### config.mk
export PLATFORM = sky130hd
export DESIGN_NAME = uart_tx
export DESIGN_NICKNAME = d
export VERILOG_FILES = /design/src/rtl/uart_tx.sv
export SDC_FILE = /design/constraint.sdc
export NUM_CORES = 1
export LEC_CHECK = 0
export ABC_AREA = 1
export CAP_MARGIN = 20
export CORE_AREA = 8 8 63 65
export DETAILED_ROUTE_END_ITERATION = 8
export DIE_AREA = 0 0 71 73
export GPL_ROUTABILITY_DRIVEN = 1
export PLACE_DENSITY = 0.83
export SLEW_MARGIN = 20
export SYNTH_ARGS = -nofsm -noshare
export SYNTH_HDL_FRONTEND = slang
export SYNTH_SLANG_ARGS = --single-unit
### constraint.sdc
create_clock -name CLK -period 2.8 [get_ports CLK]
set_input_delay 0.56 -clock CLK [delete_from_list [all_inputs] [get_ports CLK]]
set_output_delay 0.56 -clock CLK [all_outputs]
set_load 0.01 [all_outputs]
### src/rtl/uart_tx.sv
// +--------------------------------------------------------------------------+
// | uart_tx : UART frame serializer (start, LSB-first data, [parity], stop)   |
// | Optional parity build: define UART_TX_PARITY_EN.  Revision: 1.0           |
// +--------------------------------------------------------------------------+
`default_nettype none

module uart_tx #(
  parameter int DATA_WIDTH = 8
) (
  input  logic                  CLK,
  input  logic                  RST,
  input  logic [DATA_WIDTH-1:0] P_DATA,
  input  logic                  Data_Valid,
  input  logic                  PAR_EN,
  input  logic                  PAR_TYP,
  input  logic [5:0]            Prescale,
  output logic                  TX_OUT,
  output logic                  Busy
);

  localparam int BIT_W = (DATA_WIDTH > 1) ? $clog2(DATA_WIDTH) : 1;
  localparam logic [BIT_W-1:0] LAST_BIT = BIT_W'(DATA_WIDTH - 1);
  localparam logic [BIT_W-1:0] BIT_ONE  = BIT_W'(1);

  typedef enum logic [2:0] {
    IDLE   = 3'd0,
    START  = 3'd1,
    DATA   = 3'd2,
`ifdef UART_TX_PARITY_EN
    PARITY = 3'd4,
`endif
    STOP   = 3'd3
  } state_t;

  state_t                r_state;
  state_t                w_state_next;
  logic [5:0]            r_edge_cnt;
  logic [5:0]            w_edge_next;
  logic [5:0]            w_period_m1;
  logic [BIT_W-1:0]      r_bit_cnt;
  logic [BIT_W-1:0]      w_bit_next;
  logic [DATA_WIDTH-1:0] r_data;
  logic [5:0]            r_prescale;
  logic                  w_wrap;
  logic                  w_accept;
  logic                  w_tx_next;

`ifdef UART_TX_PARITY_EN
  logic r_par_en;
  logic r_par_typ;
  logic w_parity;

  assign w_parity = (^r_data) ^ r_par_typ;
`else
  logic w_unused_par;

  assign w_unused_par = PAR_EN ^ PAR_TYP;
`endif

  // A captured prescale of 0 behaves as a 1-clock bit period.
  assign w_period_m1 = (r_prescale == 6'd0) ? 6'd0 : r_prescale - 6'd1;
  assign w_wrap      = (r_edge_cnt == w_period_m1);
  assign w_accept    = (r_state == IDLE) && Data_Valid;

  always_ff @(posedge CLK) begin
    if (!RST) begin
      r_state <= IDLE;
    end else begin
      r_state <= w_state_next;
    end
  end

  always_comb begin
    w_state_next = r_state;
    w_bit_next   = '0;
    w_tx_next    = 1'b1;
    w_edge_next  = (r_state == IDLE || w_wrap) ? 6'd0 : r_edge_cnt + 6'd1;

    case (r_state)
      IDLE: begin
        if (Data_Valid) w_state_next = START;
      end
      START: begin
        if (w_wrap) w_state_next = DATA;
      end
      DATA: begin
        w_bit_next = r_bit_cnt;
        if (w_wrap) begin
          if (r_bit_cnt == LAST_BIT) begin
            w_bit_next = '0;
`ifdef UART_TX_PARITY_EN
            w_state_next = r_par_en ? PARITY : STOP;
`else
            w_state_next = STOP;
`endif
          end else begin
            w_bit_next = r_bit_cnt + BIT_ONE;
          end
        end
      end
`ifdef UART_TX_PARITY_EN
      PARITY: begin
        if (w_wrap) w_state_next = STOP;
      end
`endif
      STOP: begin
        if (w_wrap) w_state_next = IDLE;
      end
      default: w_state_next = IDLE;
    endcase

    // The line is registered, so it is driven from the state being entered.
    case (w_state_next)
      START:   w_tx_next = 1'b0;
      DATA:    w_tx_next = r_data[w_bit_next];
`ifdef UART_TX_PARITY_EN
      PARITY:  w_tx_next = w_parity;
`endif
      default: w_tx_next = 1'b1;
    endcase
  end

  always_ff @(posedge CLK) begin
    if (!RST) begin
      r_edge_cnt <= '0;
      r_bit_cnt  <= '0;
      r_data     <= '0;
      r_prescale <= '0;
      TX_OUT     <= 1'b1;
      Busy       <= 1'b0;
`ifdef UART_TX_PARITY_EN
      r_par_en   <= 1'b0;
      r_par_typ  <= 1'b0;
`endif
    end else begin
      r_edge_cnt <= w_edge_next;
      r_bit_cnt  <= w_bit_next;
      TX_OUT     <= w_tx_next;
      Busy       <= (w_state_next != IDLE);
      if (w_accept) begin
        r_data     <= P_DATA;
        r_prescale <= Prescale;
`ifdef UART_TX_PARITY_EN
        r_par_en   <= PAR_EN;
        r_par_typ  <= PAR_TYP;
`endif
      end
    end
  end

endmodule

`default_nettype wire

Yosys cells after proc, flatten, opt, wreduce, memory -nomap -nowiden
Index checks and enable logic that the tools add are counted.

Register bits after elaboration: 28. Input port bits: 19. Logic and storage cells: 38.

Add/subtract/negate cells: 3. Order comparisons: 1. Equality and inequality tests: 7. Muxes and demuxes: 13. Bitwise gates (word level): 1. Reductions and logical operators: 6.

Operators by type and width (number): 2-to-1 mux 3 bit (8); one-hot mux 3 bit (4 select lines) (1); equality test 3 x 2 -> 1 bit, second input constant (3); adder 6 x 1 -> 6 bit, second input constant (1); equality test 3 x 1 -> 1 bit, second input constant (2); equality test 6 bit (1); zero test 6 bit (1); 2-to-1 mux 6 bit (1); subtractor 6 x 1 -> 6 bit, second input constant (1); less-than comparator 3 x 4 -> 1 bit, second input constant (1); adder 3 x 1 -> 3 bit, second input constant (1); binary-select mux 1 bit (select 3 bit) (1); equality test 3 bit, second input constant (1); zero test 3 bit (1); nonzero test 3 bit (1); one-hot mux 1 bit (2 select lines) (1); OR reduction 2 bit (1); logical AND 1 bit (1); logical OR 1 bit (1); 2-to-1 mux 1 bit (1); inverter 1 bit (1).

Longest topological paths before layout
Gate-level depths: netlist (run 1).

Word-level depth: 8. Depth in mapped cells: 19.

Worst setup path after synthesis (run 1)
Ideal clock, no wire load.

Path kind: register to register. Start point: register r_prescale[0]. End point: register TX_OUT. Data arrival time: 1.823 ns. Required time: 2.671 ns. Setup slack: 0.848 ns. Cell stages (with the launch flop): 20. Path through: dfxtp_1 > inv_1 > ha_1 > inv_1 > nand2_1 > nand2_1 > nand2_1 > nand2_1 > nand2_1 > nand2_2 > nor2_4 > nand2_4 > nand2_4 > nand3_4 > nand2_1 > nand3_1 > nand3_1 > nand2_1 > nand2_1 > nand3_1.

Word-level cells in the longest chain between the ends: 8. Elaborated cells on any way between the ends: 15. Those cells by class: add/sub (1); eq/ne (3); mux (10); reduce/logical (1).

RTL lines: start: declaration (line 43) `logic [5:0] r_prescale;`; start signal: assignment (line 142) `r_prescale <= Prescale;`; subtractor 6 x 1 -> 6 bit / zero test 6 bit (equally long branches) (line 61) `assign w_period_m1 = (r_prescale == 6'd0) ? 6'd0 : r_prescale - 6'd1;`; 2-to-1 mux 6 bit (*) (line 61); equality test 6 bit (*) (line 62) `assign w_wrap = (r_edge_cnt == w_period_m1);`; 2-to-1 mux 3 bit (line 88) `if (w_wrap) begin`; 2-to-1 mux 3 bit (line 79) `case (r_state)`; binary-select mux 1 bit (select 3 bit) (line 115) `DATA: w_tx_next = r_data[w_bit_next];`; 2-to-1 mux 1 bit (not written as such) (line 115); one-hot mux 1 bit (2 select lines) (*) (line 113) `case (w_state_next)`; end signal: assignment (line 138) `TX_OUT <= w_tx_next;`; end: declaration (line 17) `output logic TX_OUT,`.

Every way passes the cells marked *; elsewhere a longest branch is shown, timed or not. The select of a mux whose other input is x is not followed. A chain may end at the register's enable or synchronous reset.

Worst setup path in the final report (run 1)
Same ends and word-level chain as after synthesis.

==> summary.txt, run 1 <==
Final layout
  • Inserted Diodes: 0
  • Proportion of layout cells with a drive suffix above 1: 9.362%
  • Final Non-Filler Cells: 268
  • NumNets Final: 260
  • Final core occ: about three fifths
  • P&R area growth vs syn: 16.18%

Die
  • Die Span Y: around 73 um
  • Rows: 20
  • Initial cell density of the core: 51.06%
  • Boundary Pins: 21
  • Die width: 71 um
  • Die area: roughly 5200 sq um
  • Area of the core: just under 3000 sq um

Power and ir drop
  • Sequential Power Share: a little over half
  • Pwr Density: ~460 nW/um^2
  • Peak supply drop: about 230 uV
  • Sw Ratio: between 30% and 40%
  • LEAKAGE: around 0.76 nW
  • Internal power: 0.0005570 W
  • NetSw: 0.0002467 W
  • Clock network power share: about a fifth
  • Combinational power share: between 20% and 30%

Clocking
  • H-tree depth: 1
  • Longest Clk Path Bufs: 2
  • Clock-pin slew on the worst setup and hold paths: 140 ps
  • Inserted Clock Buffers: 3
  • CTS Hold Buffers Added: 0
  • Setup Fix Bufs, Post-CTS: 0
  • Clock Tree Root: clkbuf_4
  • CTS tree: yes
  • Clock latency on the worst-skew pair: ~330 ps
  • # clock sinks: 28
  • PostCTS Resize Cnt: 0

Logic synthesis
  • Syn nets: 239
  • Number of flops mapped to enable cells by yosys: 0
  • Post-synth ARST share: 0%
  • Yosys cell types: 24
  • Top post-synthesis cells by count: nand2_1, inv_1, dfxtp_1
  • Register bit total from synthesis: 28
  • Share of the synthesized area in the top cell type: 37.18%
  • Post-synth top area cell: dfxtp_1
  • Syn avg cell area: between 6 and 7 sq um
  • Top cells by area, synth: dfxtp_1, nand2_1, inv_1
  • Top-count cell post-synth: nand2_1
  • Most used DFF post-synth: dfxtp_1
  • Sequential area share after synthesis: between 30% and 40%
  • Post-Syn Area: 1508 sq um
  • Warnings from Yosys: 0
  • Syn Inst Count: 216

Critical path
  • Crit start category: flip-flop
  • Worst path arrival time: approximately 2400 ps
  • Critical Path RT: 3030 ps
  • Slowest-stage cell, CP: ha_1
  • Reg-to-reg slack, setup: around 590 ps
  • Most common cell on crit path: nand2_1
  • Reg2reg end: TX_OUT
  • Slowest stage delay, CP: between 300 and 400 ps
  • CP endpoint kind: flip-flop
  • Kind of critical path: flip-flop to flip-flop
  • Critical path peak fanout: 7
  • R2R Path Start: r_prescale[0]
  • Worst reg2reg path depth: 19
  • Critical-path cell list: inv_1, ha_1, inv_1, nand2_1, nand2_1, nand2_1, nand2_1, nand2_1, nand2_2, nor2_4, nand2_4, nand2_4, nand3_4, nand2_1, nand3_1, nand3_1, nand2_1, nand2_1, nand3_1

Timing
  • Setup tns final: 0 ps
  • Final setup vio count: 0
  • Skew final: roughly 10 ps
  • RSZ-0062 raised after global routing: false
  • Worst-margin pin slew: a little over 600 ps
  • Max Freq: 0.4534 GHz
  • Slew margin rel.: around three fifths
  • Final Hold Vio Count: 0
  • Max Slew Vio Count: 0
  • Final period util: 78.76%
  • Final WS setup: ~600 ps
  • Fin crit period: 2205 ps

Global route
  • Gr ovfl total: 0
  • First-pass GRT wire length: between 4000 and 5000 um
  • Largest net degree at the start of global routing: 29
  • Vias in the first global route: between 1000 and 1500
  • Total Routing Usage GR: between 10 and 15%
  • Initial antenna violation count: 0

Placement
  • Cell count after placement: around 270
  • DP Wirelength: roughly 2100 um
  • IO buf count: 18
  • Worst slack, placed: between 600 and 700 ps
  • Gpl congestion: just under 0.8

Detailed routing
  • Final antenna-violating net count: 0
  • DRT Pass-1 Iters: 4
  • DRC violations left: 0
  • Vias per cell: 4.903
  • Total Wirelength: ~2600 um
  • WL/cell: 9.769 um
  • 1st-iter DRT viols: 36
  • Via Count: 1314

Status
  • Status: finished, final reports clean

Hold path
  • Hold path depth: 2
  • Worst hold path class: flip-flop to flip-flop
  • Worst hold start: r_data[4]
  • Hold EP: r_data[4]

Run
  • Max Cap Viol: 0
-- how the worst max path moves through the flow --
stage                        startpoint  slack [ps]  endpoint
after detailed placement  r_prescale[0]         630    TX_OUT
after floorplan           r_prescale[0]         850    TX_OUT
after global routing      r_prescale[0]         260    TX_OUT
after CTS                 r_prescale[0]         590    TX_OUT
final                     r_prescale[0]         590    TX_OUT
after global placement    r_prescale[0]         660    TX_OUT
-- power by group through the flow --
stage	sequential [W]	clock [W]	combinational, W
after floorplan	0.000444	0	0.000152
after global placement	0.000445	0	0.000200
after detailed placement	0.000446	0	0.000204
after CTS	0.000438	0.000168	0.000205
after global routing	0.000441	0.000177	0.000233
final	0.000438	0.000163	0.000203
-- cells in the final DEF (no fill, tap or decap) --
master | netlist | layout
o21ai_1 | 2 | 2
ha_1 | 4 | 4
xor2_1 | 2 | 2
dfxtp_1 | 28 | 28
nor2_4 | 3 | 3
clkbuf_4 | 0 | 3
nand2_2 | 3 | 3
a21oi_1 | 17 | 17
conb_1 | 1 | 1
nand3_4 | 2 | 2
buf_4 | 0 | 2
nand2_4 | 2 | 2
nand3_2 | 2 | 2
nor3b_1 | 2 | 2
inv_1 | 33 | 33
o21bai_2 | 1 | 1
nor3_2 | 1 | 1
o21ai_0 | 16 | 16
nor2_2 | 2 | 2
nand4_1 | 5 | 5
nand3_1 | 19 | 19
inv_2 | 1 | 1
nand2_1 | 45 | 45
nor2_1 | 19 | 19
clkdlybuf4s50_1 | 0 | 18
a31oi_1 | 2 | 2
-- sequential cells by signal, indices dropped and copies added (netlist names) --
signal and cells:
r_prescale 6, TX_OUT 1, r_bit_cnt 3, r_edge_cnt 6
r_data 8, Busy 1, r_state 3
-- kinds of logic (layout without fill, tap and decap cells) --
logic type / count (synthesis) / in the layout / synth area share (%)
adders and majority gates: 4 / 4 / 3.320
AOI/OAI and AO/OA: 38 / 38 / 13.19
and+or+nand+nor: 105 / 105 / 35.43
DFF: 28 / 28 / 37.18
other: 1 / 1 / 0.2487
xor gates and xnor gates: 2 / 2 / 1.162
buffers and inverters: 38 / 57 / 9.460
-- per-layer routing --
layer  track usage, %  wire [um]  vias up
met3            1.511         42        4
li1                 -          -      728
met2            19.36       1201       15
met4            6.928         61        0
met1            12.40       1313      567
met5                0          0        -
-- critical path, delay by kind of cell (launching register included) --
family,cells,cell delay [ps]
fa+ha+maj,1,330
buf+inv,2,230
flops,1,320
simple gates,16,1240
-- per-stage QoR --
step	hold slack (ps)	power (W)	area [sq um]
after global placement	432.3	0.0006457	1729
after floorplan	423.8	0.0005965	1508
after detailed placement	434.1	0.0006508	1729
after CTS	453.6	0.0008100	1752
final	451.6	0.0008037	1752
after global routing	474.3	0.0008503	1752
-- layout make-up --
cell class	count	area, sq um
Timing Repair Buffer	20	195.2
Sequential cell	28	560.5
Fill cell	295	1201
Multi-Input combinational cell	150	804.5
Tap cell	33	41.29
Clock buffer	3	22.52
Inverter	34	127.6
(Power assumes the default switching activity.)
==> run 2, diff against run 1 <==
clock period = 2.05 ns   (was 2.8 ns; I/O delays follow)
==> run 2 against run 1 <==
  * Sequential power rose by 37%
  * Hold slack improved by 8.8 ps
  * Final cell count rose by 1.5%
  * Highest routed layer unchanged
  * Routed wire length rose by 13%
  * Global-route usage rose by 0.27 points
  * Largest power group unchanged
==> summary.txt, run 2 (same netlist as run 1, synthesis figures left out) <==
Clocking
  • CTS tree: yes
  • # clock sinks: 28 (unchanged)
  • H-tree depth: 1 (unchanged)
  • Inserted Clock Buffers: 3 (unchanged)
  • Longest Clk Path Bufs: 2 (unchanged)
  • Clock latency on the worst-skew pair: 330 ps (about the same)
  • Clock-pin slew on the worst setup and hold paths: 150 ps (about the same)
  • Clock Tree Root: clkbuf_4

Final layout
  • NumNets Final: 263 (+1.2%)
  • Final core occ: 62.67% (+3.3 points)
  • Most frequent cells in the layout: nand2_1, inv_1, dfxtp_1
  • Largest register by flop count: r_data
  • Final Non-Filler Cells: 272 (+1.5%)
  • Most common cell after layout, fill and taps aside: nand2_1
  • Inserted Diodes: 0 (unchanged)
  • Max FFs per register: 8 (unchanged)
  • P&R area growth vs syn: 22.74%
  • Proportion of layout cells with a drive suffix above 1: 17.57% (+8.2 points)
  • Top Registers: r_data: 8 flops, r_edge_cnt: 6 flops, r_prescale: 6 flops

Die
  • Die area: 5183 sq um (unchanged)
  • Initial cell density of the core: 51.06% (unchanged)
  • Area of the core: 2953 sq um (unchanged)
  • Die width: 71 um (unchanged)
  • Rows: 20 (unchanged)
  • Die Span Y: 73 um (unchanged)
  • Boundary Pins: 21 (unchanged)

Timing
  • Max Freq: 0.4919 GHz (+8.5%)
  • Setup tns final: 0 ps (unchanged)
  • RSZ-0062 raised after global routing: true
  • Final period util: 99.18% (+20 points)
  • Fin crit period: 2033 ps (-172.3 ps)
  • Skew final: 2.773 ps (-7.050 ps)
  • Max Slew Vio Count: 0 (unchanged)
  • Final setup vio count: 0 (unchanged)
  • Fin Hold WS: 460.4 ps (+8.758 ps)
  • Final Hold Vio Count: 0 (unchanged)
  • Final WS setup: 16.90 ps (-577.7 ps)

Detailed routing
  • DRC violations left: 0 (unchanged)
  • 1st-iter DRT viols: 41 (+14%)
  • Final antenna-violating net count: 0 (unchanged)
  • Total Wirelength: 2967 um (+13%)
  • DRT Pass-1 Iters: 5 (+1)
  • Vias per cell: 5.051 (+3.0%)
  • WL/cell: 10.91 um (+12%)
  • Via Count: 1374 (+4.6%)

Critical path
  • Worst path arrival time: 2280 ps (-150 ps)
  • Critical Path RT: 2290 ps (-740 ps)
  • Critical path peak fanout: 8 (+1)
  • CP endpoint kind: flip-flop
  • Reg-to-reg slack, setup: 20 ps (-580 ps)
  • Crit start category: flip-flop
  • Kind of critical path: flip-flop to flip-flop
  • Reg2reg end: TX_OUT
  • R2R Path Start: r_prescale[1]
  • Worst reg2reg path depth: 17 (-2)

Global route
  • Gr ovfl total: 0 (unchanged)
  • Total Routing Usage GR: 11.33% (+0.27 points)
  • Vias in the first global route: 1267 (+6.7%)
  • Largest net degree at the start of global routing: 29 (unchanged)
  • Initial antenna violation count: 0 (unchanged)
  • First-pass GRT wire length: 4919 um (+3.8%)

Placement
  • Gpl congestion: 0.7796 (about the same)
  • Cell count after placement: 267 (+0.75%)
  • IO buf count: 18 (unchanged)
  • Worst slack, placed: -27.77 ps (-656.8 ps)
  • DP Wirelength: 2178 um (+4.6%)

Hold path
  • Hold EP: r_data[3]
  • Worst hold path class: flip-flop to flip-flop
  • Worst hold start: r_data[3]
  • Hold path depth: 2 (unchanged)

Power and ir drop
  • Pwr Density: 637.4 nW/um^2 (+39%)
  • Peak supply drop: 380.6 uV (+64%)
  • LEAKAGE: 0.7931 nW (+4.2%)

Status
  • Status: finished, final reports clean

Run
  • Max Cap Viol: 0 (unchanged)
run 2: cell count changes in the layout (fill, tap and decap cells not counted), moves of 3 or more:
cell / previous run / this run
buf_4: 2 / 5
inv_1: 33 / 29
inv_2: 1 / 4
nand2_1: 45 / 40
nand2_2: 3 / 8
nand3_1: 19 / 15
nand3_2: 2 / 5
run 2: repair_timing:
| item | in CTS | in global routing |
|---|---|---|
| hold buffers | 0 | 0 |
| pin swaps | 0 | 13 |
| gates resized for setup | 1 | 19 |
| hold endpoints to repair | 0 | 0 |
| buffers inserted | 0 | 1 |
| endpoints found under the setup margin | 1 | 1 |
run 2: per-layer routing:
layer	track usage, %	vias up	share of wire (%)
li1	-	736	-
met1	12.67	613	47
met2	20.70	20	49
met3	1.648	5	1.9
met4	5.081	0	1.5
met5	0	-	0
run 2: critical path, stage by stage (launching register included):
cell and delay [ps]:
dfxtp_2 350, inv_2 70, ha_4 180, nand3_4 120, nand2_1 80, nand2_1 40, nand2_1 50, nand2_1 90
nor2_4 160, nand2_4 110, nand2_4 120, nand3_4 100, nand2_2 100, nand3_2 70, nand3_2 100, nand2_2 70
nand2_2 70, nand3_2 50
run 2: report_power, final:
| group | switching, W | internal [W] | leakage (nW) |
|---|---|---|---|
| clock | 0.000167 | 0.000109 | 0.0210 |
| sequential | 0.0000233 | 0.000577 | 0.230 |
| combinational | 0.000175 | 0.000129 | 0.542 |
| total | 0.000366 | 0.000814 | 0.793 |
run 2: through the flow:
step,power (W),instance area [sq um]
detailed placement,0.0008931,1744
CTS,0.001162,1783
finish,0.001180,1851
floorplan,0.0008148,1508
global placement,0.0008860,1744
global route,0.001245,1851
run 2: worst max-delay path by stage:
stage,start,endpoint,slack [ps],depth (start not counted)
3_5_place_dp,r_prescale[1],TX_OUT,-30,19
4_1_cts,r_prescale[1],TX_OUT,10,19
3_3_place_gp,r_prescale[1],TX_OUT,20,17
5_1_grt,r_prescale[1],TX_OUT,-100,19
6_report,r_prescale[1],TX_OUT,20,17
2_1_floorplan,r_prescale[0],TX_OUT,100,19
run 2: final cells by class:
class                      instances  area (sq um)
tap                               33         41.29
multi-input combinational        150         862.1
inverter                          34         130.1
clock buffer                       4         36.28
sequential                        28         563.0
timing repair buffer              23         217.7
fill                             273          1102
==> run 3, diff against run 2 <==
CAP_MARGIN = unset   (was 20)
==> results of run 3 <==
No change in the layout: final DEF, timing and power equal those of run 2.
